[config.mk]
export PLATFORM = sky130hd
export DESIGN_NAME = prio_arb_rr
export DESIGN_NICKNAME = d
export VERILOG_FILES = /design/src/rtl/prio_pkg.sv /design/src/rtl/prio_enc_n.sv /design/src/rtl/prio_arb_rr.sv
export SDC_FILE = /design/constraint.sdc
export NUM_CORES = 1
export LEC_CHECK = 0
export CAP_MARGIN = 5
export CORE_ASPECT_RATIO = 1.1
export CORE_MARGIN = 2
export CORE_UTILIZATION = 49
export DETAILED_ROUTE_END_ITERATION = 7
export GPL_ROUTABILITY_DRIVEN = 1
export PLACE_DENSITY = 0.78
export SYNTH_ARGS = -nofsm -noshare
export SYNTH_HDL_FRONTEND = slang
export SYNTH_SLANG_ARGS = --single-unit
export TNS_END_PERCENT = 10
[constraint.sdc]
create_clock -name clk -period 2.1 [get_ports clk]
set_input_delay 0.21 -clock clk [delete_from_list [all_inputs] [get_ports clk]]
set_output_delay 0.21 -clock clk [all_outputs]
set_load 0.02 [all_outputs]
[src/rtl/prio_pkg.sv]
// Shared definitions for the registered priority encoder / round-robin arbiter.
// Mode encoding and the round-robin search mask helper live here.
package prio_pkg;

  localparam int unsigned PRIO_MAX_N = 64;

  typedef enum logic {
    PRIO_FIXED = 1'b0,
    PRIO_RR    = 1'b1
  } prio_mode_e;

  // Bit i set when index i lies strictly below ptr (and inside the n-wide vector).
  function automatic logic [PRIO_MAX_N-1:0] rr_order_mask(input int unsigned ptr,
                                                          input int unsigned n);
    logic [PRIO_MAX_N-1:0] m;
    m = '0;
    for (int unsigned i = 0; i < PRIO_MAX_N; i++) begin
      m[i] = (i < ptr) && (i < n);
    end
    return m;
  endfunction

endpackage

[src/rtl/prio_enc_n.sv]
// Combinational highest-set-bit encoder: N-bit vector to W-bit index plus any-set flag.
module prio_enc_n #(
  parameter int unsigned N = 8,
  parameter int unsigned W = $clog2(N)
) (
  input  logic [N-1:0] i_vec,
  output logic [W-1:0] o_idx,
  output logic         o_any
);

  // NOTE: defaults first so every path assigns the outputs and no latch is inferred.
  always_comb begin
    o_idx = '0;
    o_any = 1'b0;
    for (int unsigned i = 0; i < N; i++) begin
      if (i_vec[i]) begin
        o_idx = W'(i);
        o_any = 1'b1;
      end
    end
  end

endmodule

[src/rtl/prio_arb_rr.sv]
// Registered N-input priority arbiter, fixed or round-robin, with a valid/ready output.
// Outputs come straight from flops; only o_ready reaches the load enable combinationally.
module prio_arb_rr
  import prio_pkg::*;
#(
  parameter int unsigned N = 8,
  parameter int unsigned W = $clog2(N)
) (
  input  logic         clk,
  input  logic         rst,
  input  logic [N-1:0] req,
  input  logic         mode,
  input  logic         o_ready,
  output logic [W-1:0] q,
  output logic [N-1:0] gnt,
  output logic         v
);

  logic [W-1:0] r_q;
  logic [N-1:0] r_gnt;
  logic         r_v;
  logic [W-1:0] r_ptr;

  logic                  w_accept;
  logic                  w_load;
  logic                  w_rr;
  logic [W-1:0]          w_p;
  logic [PRIO_MAX_N-1:0] w_mask_full;
  logic [N-1:0]          w_mask;
  logic [W-1:0]          w_m_idx;
  logic                  w_m_any;
  logic [W-1:0]          w_f_idx;
  logic                  w_f_any;
  logic [W-1:0]          w_idx;

  assign w_accept = r_v && o_ready;
  assign w_load   = !r_v || o_ready;
  assign w_rr     = (prio_mode_e'(mode) == PRIO_RR);

  // A grant accepted this cycle already counts as the pointer for the new search.
  assign w_p         = (w_accept && w_rr) ? r_q : r_ptr;
  assign w_mask_full = rr_order_mask(32'(w_p), N);
  assign w_mask      = w_mask_full[N-1:0];

  prio_enc_n #(.N(N), .W(W)) u_enc_masked (
    .i_vec (req & w_mask),
    .o_idx (w_m_idx),
    .o_any (w_m_any)
  );

  prio_enc_n #(.N(N), .W(W)) u_enc_full (
    .i_vec (req),
    .o_idx (w_f_idx),
    .o_any (w_f_any)
  );

  // Nothing below the pointer: the unmasked search yields N-1 down to p.
  assign w_idx = (w_rr && w_m_any) ? w_m_idx : w_f_idx;

  // NOTE: non-blocking assignments so every flop samples pre-edge values.
  always_ff @(posedge clk or posedge rst) begin
    if (rst) begin
      r_q   <= '0;
      r_gnt <= '0;
      r_v   <= 1'b0;
      r_ptr <= '0;
    end else begin
      if (w_load) begin
        r_v   <= w_f_any;
        r_q   <= w_f_any ? w_idx : '0;
        r_gnt <= w_f_any ? (N'(1) << w_idx) : '0;
      end
      if (w_accept && w_rr) begin
        r_ptr <= r_q;
      end
    end
  end

  assign q   = r_q;
  assign gnt = r_gnt;
  assign v   = r_v;

endmodule

==> results of run 1 <==
worst register-to-register path, delay by kind of cell, from the launching register on:
| family | cells | cell delay (ns) |
|---|---|---|
| flip-flops | 1 | 0.45 |
| AND/OR/NAND/NOR | 1 | 0.13 |
| multiplexers | 1 | 0.34 |
| AO/OA/AOI/OAI | 4 | 0.96 |
final cells by class:
class                   instances  area (um2)
fillers                       171         603
repair buffers                 35         320
well taps                      28        35.0
clock inverters                 1        5.00
multi-input cells             101         642
flip-flops and latches         15         378
clock buffers                   3        22.5
inverters                       4        15.0
registers in the layout (all words and copies together), names as in the netlist:
| name | count |
|---|---|
| v | 1 |
| r_ptr | 3 |
| gnt | 8 |
| q | 3 |
stage by stage:
| stage | instance area [um2] | setup TNS [ns] |
|---|---|---|
| final | 1420 | 0 |
| after global routing | 1420 | 0 |
| after CTS | 1400 | 0 |
| after detailed placement | 1370 | -0.849 |
| after global placement | 1370 | -0.510 |
| after floorplan | 1060 | 0 |
worst max path at each step:
stage	start	cells past startpoint	to	slack [ns]
after floorplan	q[1]	7	gnt[2]	0.06
after global placement	mode	7	gnt[2]	-0.20
after detailed placement	mode	7	gnt[2]	-0.21
after CTS	q[1]	6	gnt[2]	0.03
after global routing	v	7	gnt[7]	0.02
final	mode	7	gnt[5]	0.12
cell families (layout without fill, tap and decap cells):
kind of cell,count (synthesis),in the layout
compound gates,50,50
simple gates,48,48
flops,15,15
buf+inv,10,43
mux,3,3
what timing repair did:
action                     4_1_cts  5_1_grt
setup endpoints to repair        0        4
hold endpoints to repair         0        0
resized for setup                0        5
power by group through the flow:
stage                     clock network [mW]  registers (mW)  logic (mW)
after global routing                   0.184           0.406       0.455
after floorplan                            0           0.409       0.227
final                                  0.170           0.398       0.419
after CTS                              0.172           0.394       0.409
after detailed placement                   0           0.399       0.405
after global placement                     0           0.399       0.399
placed cells by master, fill, tap and decap left out, types with 3 or more instances in the layout:
| cell type | count |
|---|---|
| clkdlybuf4s50_1 | 23 |
| o211ai_1 | 3 |
| nor2_1 | 12 |
| o21ai_0 | 12 |
| nand2_1 | 19 |
| nand3_1 | 4 |
| buf_4 | 12 |
| o21a_1 | 4 |
| a32oi_1 | 3 |
| a21oi_1 | 9 |
| inv_1 | 4 |
| dfrtp_1 | 13 |
| o31ai_1 | 6 |
| clkbuf_4 | 3 |
layer usage:
metal	part of all wire	up-vias
met2	0.51	38
met1	0.43	541
li1	-	535
met4	0.027	0
met5	0	-
met3	0.040	8
==> out/qor.txt, run 1 <==
Cell count after synthesis = 126
Post-Synth Adder-Cell Area = 0
TritonCTS Buffers = 3
Most frequent cells after synthesis = nand2_1 (19), dfrtp_1 (15), nor2_1 (12), o21ai_0 (12), a21oi_1 (9)
Synth Area in XOR/XNOR = 0
Worst hold path class = in2async
Fin. Hold Viols = 0
Slew @ Worst Pin = 0.599 ns
DR iter-0 viols = 42
Critical-path cell list = clkdlybuf4s50_1 -> nand3_4 -> mux2_4 -> a32oi_2 -> a41o_2 -> a32oi_1 -> o31ai_1
Clk Latency, worst-skew pair = 0.28 ns
Relative slew slack = 0.597
Crit end category = flip-flop
IO Port Bufs = 23
Crit path buf inv count = 1
Synth unique cells = 39
Cell Area, Synth = 1060 um2
Nets = 172
R2R Path Start = v
Initial DRT Pass Iterations = 4
Seq cells post-synth = 15
Final Power = 0.986 mW
Die width = 48.3 um
F_max = 505 MHz
Fin worst setup slack = 0.119 ns
CP Max Fanout = 6
Sw power = 0.384 mW
Ys Warns = 0
Clock Power Share = 0.172
Synthesis-to-layout area growth = 33.8%
Die area = 2550 um2
Clock tree from TritonCTS = done
Crit path kind = in2reg
Status = finished, final reports clean
Post-synth top area share = 0.354
Vias per cell = 6.00
WL final = 2.95 mm
Flop pwr share = 0.403
Die Y = 52.8 um
Final worst path period share = 0.943
Routability Congestion = 0.965
Layout cell share with drive strength beyond 1 = 0.201
Hold-fix buffers at CTS = 0
Met3 GRT Util = 0.0429
Sw Share = 0.389
# placed instances = 183
Most used routing layer = met2
Synth Flop Type = dfrtp_1
IO Pins = 24
Number of clock sinks = 15
Max VDD drop = 0.700 mV
First-pass GRT wire length = 5.20 mm
Setup bufs post-CTS = 0
Total track usage = 0.265
Maximum root-to-sink buffer count = 2
Grt ovf = 0
Worst reg-to-reg path cell count = 6
Via count = 1122
Largest net degree at the start of global routing = 16
RSZ-0062 raised after global routing = no
Post-Layout Cell Count = 187
Post-synthesis sequential area ratio = 0.354
Setup WS pre-CTS = -0.213 ns
Worst path top cell family by delay = compound AO/OA/AOI/OAI gates
Clock Pin Slew Worst Setup and Hold Paths = 0.09 ns
Multiplexer area fraction after synthesis = 0.0342
Leak = 0.583 nW
Clock skew = 0.00229 ns
Post-route DRC = 0
Most numerous cell in the Yosys netlist = nand2_1
FFs w/ async S/R, synth = 1.00
# diodes = 0
Starting density of the core = 0.524
Power Density = 696 nW/um2
Worst Path Required = 2.29 ns
Vias in the first global route = 1152
Initial antenna violation count = 0
GR Util met2 = 0.495
Synth Area per Inst = 8.41 um2
Antenna-violating nets left = 0
Std-Cell Rows = 17
Fin util = 0.702
Max Cap Violations = 0
Reg-to-reg slack, setup = 0.14 ns
Simple-Gate Fraction of Synth Area = 0.224
Routed len/inst = 15.8 um
Largest cells by area after synthesis = dfrtp_1 (35%), nand2_1 (6.7%), o21ai_0 (5.7%)
H-Tree Depth = 1
Combinational Power Share = 0.425
Fin Hold WS = 0.287 ns
Met1 Use GR = 0.296
Post-synthesis compound-gate area fraction = 0.332
Largest stage delay on the critical path = 0.54 ns
Mapped Nets = 138
Cell taking the most area after synthesis = dfrtp_1
Detailed placement HPWL = 2.24 mm
Minimum clock period = 1.98 ns
Int Pwr = 0.602 mW
CP Launch Type = primary input
Slowest cell on crit path = clkdlybuf4s50_1
Max-slew violations = 0
Core ar. = 2020 um2
RR Endpoint = gnt[5]
EDFF count, synth = 0
Largest family of logic cells by synthesized area = compound AO/OA/AOI/OAI gates
CTS root buf = clkbuf_4
Final setup fails = 0
Arrival @ worst endpoint = 2.17 ns
No activity file was read; power rests on OpenSTA's default activity.
==> run 2: changes to the inputs <==
--- a/config.mk
+++ b/config.mk
@@ -5,7 +5,7 @@
 export SDC_FILE = /design/constraint.sdc
 export NUM_CORES = 1
 export LEC_CHECK = 0
-export CAP_MARGIN = 5
+export ABC_CLOCK_PERIOD_IN_PS = 2100
 export CORE_ASPECT_RATIO = 1.1
 export CORE_MARGIN = 2
 export CORE_UTILIZATION = 49
==> results of run 2 <==
The final DEF is identical to that of run 1; final timing and power are the same.
